File: src/rtl/pipe_stage_reg.sv
// pipe_stage_reg: two-entry skid pipeline register with registered in_ready and flush.
// Optional macro PIPE_STAGE_STALL_CNT_EN enables the saturating backpressure counter on stall_cnt.
module pipe_stage_reg #(
    parameter int DATA_W = 16,
    parameter int CTRL_W = 8,
    parameter int CNT_W  = 16
) (
    input  logic              clk,
    input  logic              rst,
    input  logic              in_valid,
    output logic              in_ready,
    input  logic [CTRL_W-1:0] in_ctrl,
    input  logic [DATA_W-1:0] in_data,
    input  logic              flush,
    output logic              out_valid,
    input  logic              out_ready,
    output logic [CTRL_W-1:0] out_ctrl,
    output logic [DATA_W-1:0] out_data,
    output logic [CNT_W-1:0]  stall_cnt
);
    typedef enum logic [1:0] {EMPTY, ONE, FULL} state_t;
    state_t state, state_nxt;
    logic [CTRL_W-1:0] main_ctrl, skid_ctrl;
    logic [DATA_W-1:0] main_data, skid_data;
    logic accept, drain;
    assign in_ready  = state != FULL;
    assign out_valid = state != EMPTY;
    assign accept    = in_valid && in_ready;
    assign drain     = out_valid && out_ready;
    assign out_ctrl  = out_valid ? main_ctrl : '0;
    assign out_data  = main_data;
    always_comb begin
        state_nxt = state;
        if (flush)
            state_nxt = EMPTY;
        else if (state == EMPTY)
            state_nxt = accept ? ONE : EMPTY;
        else if (state == ONE)
            state_nxt = (accept && !drain) ? FULL : (!accept && drain) ? EMPTY : ONE;
        else
            state_nxt = drain ? ONE : FULL;
    end
    always_ff @(posedge clk or posedge rst) begin
        if (rst)
            state <= EMPTY;
        else
            state <= state_nxt;
    end
    // Main takes the new entry when it is free or draining this edge; otherwise it refills from skid.
    always_ff @(posedge clk or posedge rst) begin
        if (rst) begin
            main_ctrl <= '0;
            main_data <= '0;
            skid_ctrl <= '0;
            skid_data <= '0;
        end else if (!flush) begin
            if (accept && (state == EMPTY || drain)) begin
                main_ctrl <= in_ctrl;
                main_data <= in_data;
            end else if (state == FULL && drain) begin
                main_ctrl <= skid_ctrl;
                main_data <= skid_data;
            end
            if (accept && state == ONE && !drain) begin
                skid_ctrl <= in_ctrl;
                skid_data <= in_data;
            end
        end
    end
`ifdef PIPE_STAGE_STALL_CNT_EN
    logic [CNT_W-1:0] cnt;
    always_ff @(posedge clk or posedge rst) begin
        if (rst)
            cnt <= '0;
        else if (out_valid && !out_ready && cnt != '1)
            cnt <= cnt + 1'b1;
    end
    assign stall_cnt = cnt;
`else
    assign stall_cnt = '0;
`endif
endmodule
File: config.mk
export PLATFORM = sky130hd
export DESIGN_NAME = pipe_stage_reg
export DESIGN_NICKNAME = d
export VERILOG_FILES = /design/src/rtl/pipe_stage_reg.sv
export SDC_FILE = /design/constraint.sdc
export NUM_CORES = 1
export LEC_CHECK = 0
export ABC_AREA = 1
export CAP_MARGIN = 20
export CORE_MARGIN = 5
export CORE_UTILIZATION = 52
export CTS_CLUSTER_DIAMETER = 50
export DETAILED_ROUTE_END_ITERATION = 8
export HOLD_SLACK_MARGIN = 0.12
export PLACE_DENSITY = 0.88
export SYNTH_ARGS = -nofsm -noshare
export SYNTH_HDL_FRONTEND = slang
export SYNTH_SLANG_ARGS = --single-unit
File: constraint.sdc
create_clock -name clk -period 3.8 [get_ports clk]
set_input_delay 0.38 -clock clk [delete_from_list [all_inputs] [get_ports clk]]
set_output_delay 0.38 -clock clk [all_outputs]
set_load 0.02 [all_outputs]
==> qor.log <==
[floorplan] ports placed on the boundary 71
[power_and_ir_drop] Cell Int Power 0.975 mW
[sta] Peak Freq 458 MHz
[placed_design] routability congestion estimate 0.708
[clock_network] number of clock sinks 50
[detailed_routing] DRC marker count from the first detailed-route iteration 149
[synth] total number of yosys warnings 0
[final_layout] nets@finish 413
[grt] via count of the first global-routing pass 1939
[power_and_ir_drop] IR drop worst, VDD 0.000253 V
[power_and_ir_drop] share of power burned in the clock network 22.2%
[power_and_ir_drop] Combinational Power Share 28.8%
[placed_design] Cell Area, Placed 3010 um2
[sta] pins over their slew limit 0
[floorplan] DIE WIDTH 79.9 um
[power_and_ir_drop] Psw 0.476 mW
[clock_network] clock root buffer clkbuf_8
[clock_network] number of buffers inserted during clock tree synthesis 5
[power_and_ir_drop] Leakage Power 1.70 nW
[sta] relative slew slack 48.6%
[critical_path] Worst Path Arrival 1.80 ns
[synth] Area contributors post-synth dfrtp_1, nand2_1, inv_1, buf_4, nand3_1
[detailed_routing] Total Wirelength 5200 um
[synth] post-synthesis cell type count 17
[synth] synthesis-stage register bit count 50
[grt] largest net degree at the start of global routing 51
[synth] Post-Synthesis Cell Area 2540 um2
[clock_network] CTS HTree Levels 2
[grt] gr ovfl total 0
[final_layout] Final Instance Count excl. Fillers 452
[synth] proportion of netlist area held by the largest area contributor 49.2%
[detailed_routing] wire length per cell after detailed routing 11.5 um
[critical_path] maximum net fanout on the critical path 8
[placed_design] Post-Place Worst Slack 1.47 ns
[sta] pin slew with the least headroom to its limit 0.771 ns
[detailed_routing] number of vias per cell after detailed routing 4.55
[placed_design] Detail Placement HPWL 3530 um
[final_layout] post-synthesis to final-layout area growth 22.9%
[power_and_ir_drop] fraction of power consumed by sequential logic 49.1%
[clock_network] number of buffers inserted to repair setup after CTS 0
[synth] proportion of synthesized chip area in sequential cells 49.2%
[clock_network] CTS Hold Bufs 0
[clock_network] CTS clock-pin slew for the worst setup and hold paths 0.09 ns
[sta] Hold Worst Slack 0.264 ns
[critical_path] kind of end point of the critical path primary output
[critical_path] worst setup slack for register-to-register paths 1.88 ns
[sta] total of endpoints with negative setup slack in the final report 0
[outcome] run status complete, no violations
[synth] average cell area after synthesis 7.57 um2
[power_and_ir_drop] Switching Fraction 32.8%
[floorplan] area of the placeable core 4720 um2
[sta] setup repair after global routing missed its margin no
[sta] worst-case setup margin in the final layout 1.62 ns
[final_layout] Antenna Cells 0
[sta] fin crit period 2.18 ns
[sta] final period utilization 57.4%
[sta] number of hold violations in the final report 0
[sta] setup clock skew after layout 0.00714 ns
[synth] leading area contributor after synthesis dfrtp_1
[clock_network] later-pin clock latency in the skew report 0.30 ns
[placed_design] I/O Buffers 54
[clock_network] TritonCTS clock tree built
[floorplan] Die Area 6390 um2
[run] max-cap viol count 0
[grt] number of antenna violations at the first check in global routing 0
[final_layout] layout cells sized above 1 5.71%
[critical_path] data required time at the worst endpoint 3.42 ns
[synth] synthesized instance count 336
[grt] global-route wire length before repair 8720 um
[critical_path] sort of element at the start of the critical path flip-flop
[detailed_routing] vias after detailed routing 2056
[floorplan] die span in y 79.9 um
[critical_path] kind of critical path flip-flop to primary output
[floorplan] initial core utilization 53.9%
[grt] gr usage total 17.2%
[clock_network] Resize count post-CTS 0
[floorplan] number of cell rows 25
[detailed_routing] Final ANT Viol Nets 0
[placed_design] Post-Place Cells 443
[clock_network] number of buffers between clock root and the deepest sink 2
[sta] sum of negative setup slack 0 ns
[detailed_routing] Post-route DRC 0
[power_and_ir_drop] power density over the cells 464 nW/um2
[final_layout] cell area after layout 3130 um2
[min_path] class of the tightest hold or removal check input port to asynchronous set/reset pin
[detailed_routing] drt pass-1 iters 4
==> area by class of cell <==
cell class                      count  area (um2)
Clock buffer                        6        82.6
Clock inverter                      2        12.5
Fill cell                         395        1600
Inverter                           64         243
Multi-Input combinational cell    208         892
Sequential cell                    50        1250
Tap cell                           67        83.8
Timing Repair Buffer               55         561
==> cells in the mapped netlist <==
library cell and number:
nor3_1 1, buf_2 1, conb_1 1, buf_4 19
nor2_1 11, o21ai_0 25, a21oi_4 1, nor2_8 1
inv_4 1, buf_6 5, inv_2 3, dfrtp_1 50
inv_1 60, nand2_1 122, nand2_2 5, nand3_1 26
clkbuf_1 4
==> registers in the layout, summed over array words and instances, names as in the netlist <==
signal / cells
main_ctrl: 8
out_data: 16
skid_ctrl: 8
skid_data: 16
state: 2
==> path summary, 6_finish.rpt <==
check	startpoint	cells after the start	endpoint
max in group asynchronous	rst	3	main_ctrl[5]$_DFFE_PP0P_
min in group clk	main_ctrl[0]$_DFFE_PP0P_	2	main_ctrl[0]$_DFFE_PP0P_
worst max-delay path	state[1]$_DFF_PP0_	3	out_ctrl[0]
worst min register to register	main_ctrl[0]$_DFFE_PP0P_	2	main_ctrl[0]$_DFFE_PP0P_
worst min-delay path	rst	2	out_data[4]$_DFFE_PP0P_
worst max register to register	state[1]$_DFF_PP0_	5	out_data[5]$_DFFE_PP0P_
==> per-stage QoR <==
step	util (%)	power (mW)
after floorplan	-	0.984
after global placement	63.7	1.12
after detailed placement	63.7	1.13
after CTS	65.7	1.46
after global routing	66.2	1.54
final	66.2	1.45
==> layer usage <==
metal | track usage (%) | up-vias | part of all wire, %
li1 | - | 1052 | -
met1 | 22.5 | 943 | 46
met2 | 28.1 | 54 | 47
met3 | 4.29 | 7 | 6.0
met4 | 4.90 | 0 | 1.2
met5 | 0 | - | 0
==> power groups by stage <==
stage                     clock network (mW)  registers (mW)  logic, mW
final                                  0.321           0.712      0.418
after CTS                              0.327           0.710      0.418
after global routing                   0.346           0.725      0.469
after detailed placement                   0           0.719      0.414
after global placement                     0           0.715      0.401
after floorplan                            0           0.750      0.234
==> cells in the final DEF, fill, tap and decap left out <==
cell and n:
a21oi_4 1, buf_12 1, clkbuf_8 6, clkdlybuf4s50_1 54, clkinv_2 1, clkinvlp_4 1, conb_1 16, dfrtp_1 50
inv_1 59, inv_2 4, inv_4 1, nand2_1 122, nand2_2 5, nand3_1 25, nand3_2 1, nor2_1 11
nor2_8 1, nor3_1 1, o21ai_0 25
==> worst max-delay path, stage by stage, from the launching register on <==
cell             delay, ns
dfrtp_1               0.47
nor2_1                0.41
nor2_1                0.08
clkdlybuf4s50_1       0.55
==> cell families (layout without fill, tap and decap cells) <==
family | after synthesis | after routing | synth area share (%)
other cells | 1 | 16 | 0.147
simple gates | 166 | 166 | 27.0
flops | 50 | 50 | 49.2
buf+inv | 93 | 127 | 18.2
compound gates | 26 | 26 | 5.56
Note: power is estimated with default switching activity, not from simulation.
